**src/rtl/dff_pipe_bank.sv**
```systemverilog
// Parametrised pipeline register bank. Each stage holds a WIDTH-bit word and a
// travelling valid bit. The output stage has per-bit set and clear, and a scan
// mode turns every data flop into one serial chain.
module dff_pipe_bank #(
    parameter int unsigned      WIDTH     = 8,
    parameter int unsigned      DEPTH     = 2,
    parameter logic [WIDTH-1:0] RESET_VAL = '0
) (
    input  logic             CLK,
    input  logic             R,
    input  logic             EN,
    input  logic [WIDTH-1:0] D,
    input  logic             V_IN,
    input  logic [WIDTH-1:0] SET_MASK,
    input  logic [WIDTH-1:0] CLR_MASK,
    input  logic             SE,
    input  logic             SI,
    output logic [WIDTH-1:0] Q,
    output logic             Q_VALID,
    output logic             SO
);

    localparam int unsigned Last   = DEPTH - 1;
    localparam int unsigned ChainW = DEPTH * WIDTH;

    // Stage k, bit i sits at flat bit k*WIDTH+i, which is also its scan-chain position.
    logic [DEPTH-1:0][WIDTH-1:0] stage_q, stage_d;
    logic [DEPTH-1:0]            valid_q, valid_d;
    logic [ChainW-1:0]           chain_q, chain_d;

    assign chain_q = stage_q;

    // Next-state: scan shift, or advance/hold followed by output-stage masks.
    always_comb begin
        chain_d = chain_q;
        valid_d = valid_q;
        if (SE) begin
            // One position per edge toward the output end; valid bits hold.
            chain_d = (chain_q << 1) | ChainW'(SI);
        end else if (EN) begin
            chain_d = (chain_q << WIDTH) | ChainW'(D);
            valid_d = (valid_q << 1) | DEPTH'(V_IN);
        end
        stage_d = chain_d;
        if (!SE) begin
            // Clear beats set; only the output stage's data is touched.
            stage_d[Last] = (stage_d[Last] | SET_MASK) & ~CLR_MASK;
        end
    end

    // State registers with synchronous reset that overrides every other control.
    always_ff @(posedge CLK) begin
        if (R) begin
            stage_q <= {DEPTH{RESET_VAL}};
            valid_q <= '0;
        end else begin
            stage_q <= stage_d;
            valid_q <= valid_d;
        end
    end

    assign Q       = stage_q[Last];
    assign Q_VALID = valid_q[Last];
    assign SO      = stage_q[Last][WIDTH-1];

endmodule
```
**config.mk**
```make
export PLATFORM = sky130hd
export DESIGN_NAME = dff_pipe_bank
export DESIGN_NICKNAME = d
export VERILOG_FILES = /design/src/rtl/dff_pipe_bank.sv
export SDC_FILE = /design/constraint.sdc
export NUM_CORES = 1
export LEC_CHECK = 0
export BUFFER_PORTS_ARGS = -buffer_cell sky130_fd_sc_hd__buf_2
export CORE_ASPECT_RATIO = 2
export CORE_UTILIZATION = 30
export DETAILED_ROUTE_END_ITERATION = 16
export PLACE_DENSITY = 0.56
export RECOVER_POWER = 50
export SETUP_SLACK_MARGIN = 0.5
export SLEW_MARGIN = 20
export SYNTH_ARGS = -nofsm -noshare
export SYNTH_HDL_FRONTEND = slang
export SYNTH_SLANG_ARGS = --single-unit
```
**constraint.sdc**
```tcl
create_clock -name CLK -period 1.2 [get_ports CLK]
set_input_delay 0 -clock CLK [delete_from_list [all_inputs] [get_ports CLK]]
set_output_delay 0 -clock CLK [all_outputs]
set_load 0.005 [all_outputs]
```
==> reports/metrics.csv <==
metric,value,unit
CTS Buf Count,3,
Worst-Margin Slew,0.361,ns
final net count,177,
"commonest cells after routing, fill and taps aside","36 x buf_2, 16 x nand2_1, 12 x dfxtp_1",
RePlAce Congestion,0.742,
maximum fanout along the worst path,2,
Worst Setup SP,chain_q[7],
final instance count without filler cells,176,
share of layout cells above drive strength 1,48.6,%
Final Hold Vio Count,1,
max cap viols,0,
vias in the first global route,796,
worst min path class,input port to flop,
first drt pass iteration count,2,
synth unique cells,17,
n_diodes,0,
"commonest non-fill, non-tap cell in the layout",buf_2,
Synth Instances,110,
I/O pin total,40,
via count,836,
Via density,4.75,
WHS,-0.00440,ns
max_slew headroom,76.0,%
clk_skew,0.00233,ns
row count,28,
CP endpoint,Q[7],
"Clk pin slew, worst setup/hold paths",0.07,ns
die height,81.5,um
Netlist Area Pre-Place,948,sq um
outcome,"complete, but fails checks",
initial cell density of the core,31.8,%
Clock Latency Late Sink,0.25,ns
HPWL Detailed,1630,um
DRC,0,
GR Util All Layers,13.2,%
worst path required time,1.33,ns
root buffer cell,clkbuf_8,
Critical Path AT,1.05,ns
reg-to-reg endpoint,Q[7],
main flop type after synthesis,dfxtp_1,
Tmin final,0.917,ns
Synthesis Warnings,0,
crit start category,flop,
Crit. End Element,flop,
full die area,3400,sq um
setup repair after global routing missed its margin,true,
placed cells,166,
final setup fails,0,
hold_buf cts,1,
largest net degree at the start of global routing,21,
maximum root-to-sink buffer count,2,
fmax,1090,MHz
total gr overflow,0,
# clock sinks,18,
Power Density,1100,nW/um^2
WL final,2270,um
CTS tree,done,
Post-synth EDFFs,0,
CP Class,flop to flop,
Wirelength per Cell,12.9,um
Pleak,0.000579,uW
Die X,41.8,um
post-synthesis net count,140,
Worst VDD drop,567,uV
area growth from synthesis to final layout,32.2,%
Post-synth ARST share,0,%
initial antenna violation count,0,
Post-Syn Area per Cell,8.62,sq um
DRT iter0 DRCs,9,
Final Cycle Share,76.4,%
CTS H-tree depth,1,
Reg2Reg Setup Slack,0.28,ns
synthesized flop and latch total,18,
post-route ant nets,0,
port buffer count,39,
first-pass GRT wire length,3460,um
"Slew Viols, Final",0,
register area share after synthesis,38.0,%
post-route setup TNS,0,ns
failing checks,hold timing,
Register-to-Register Path Depth,3,
reg2reg start,chain_q[7],
core area,2980,sq um
-- Yosys cell counts, types with 2 or more instances --
| library cell | number | area [sq um] |
|---|---|---|
| mux2_2 | 7 | 78.8 |
| nor2b_1 | 8 | 50.1 |
| dfxtp_1 | 18 | 360 |
| o21ai_0 | 14 | 70.1 |
| a21oi_1 | 8 | 40.0 |
| nor2_1 | 10 | 37.5 |
| nand2_1 | 16 | 60.1 |
| clkbuf_1 | 2 | 7.51 |
| buf_2 | 3 | 15.0 |
| mux2i_1 | 10 | 100 |
| buf_4 | 8 | 60.1 |
-- cell type report --
type | instances | area [sq um]
Fill cell | 318 | 1720
Timing Repair Buffer | 47 | 289
Clock buffer | 4 | 55.1
Multi-Input combinational cell | 77 | 504
Tap cell | 30 | 37.5
Sequential cell | 18 | 368
-- routing by layer --
metal  part of all wire [%]  track usage, %  vias to the layer above
met3                    3.0            1.98                        2
met4                   0.93            5.81                        0
met5                      0               0                        -
met2                     58            25.3                       20
met1                     38            13.7                      385
li1                       -               -                      429
-- worst max-delay path: stages (launching register included) --
cell	delay, ns
dfxtp_2	0.33
mux2_2	0.27
o21ai_2	0.12
a21oi_1	0.08
-- report_power, final --
part,switching [uW],leakage [uW],internal [uW],total [uW]
Combinational,102,0.000401,130,232
Clock,205,0.0000288,291,497
Sequential,19.8,0.000150,628,647
-- through the flow --
step	hold WS [ns]	utilization (%)	power, uW	area, sq um	setup WS (ns)
after floorplan	0.0716	-	794	957	0.342
after global placement	0.241	36.8	853	1090	0.172
after detailed placement	0.249	36.8	859	1090	0.144
after CTS	-0.00449	41.6	1380	1240	0.282
after global routing	0.00454	42.1	1450	1250	0.242
final	-0.00440	42.1	1380	1250	0.283
-- logic make-up (layout without fill, tap and decap cells) --
family	Yosys count	in the layout	synth area share, %
compound gates	24	24	13.1
simple gates	35	35	16.5
buf+inv	15	51	12.0
flops	18	18	38.0
mux	18	18	20.4
-- what timing repair did --
action / CTS / global route
buffers inserted: 5 / 0
cloned: 0 / 0
endpoints found under the hold margin: 2 / 1
setup endpoints to repair: 26 / 28
pin swaps: 5 / 8
gates resized for setup: 27 / 9
-- worst min path at each step --
| stage | start | to | slack (ns) | depth (start not counted) |
|---|---|---|---|---|
| floorplan | R | chain_q[0] | 0.07 | 1 |
| global placement | V_IN | valid_q[0] | 0.24 | 3 |
| detailed placement | V_IN | valid_q[0] | 0.25 | 3 |
| CTS | CLR_MASK[1] | Q[1] | -0.004 | 4 |
| global route | CLR_MASK[4] | Q[4] | 0.005 | 4 |
| finish | CLR_MASK[4] | Q[4] | -0.004 | 4 |
-- registers in the layout, indices dropped and copies added (netlist names) --
signal / flops
chain_q: 8
Q: 8
valid_q: 2
Note: power is estimated with default switching activity, not from simulation.
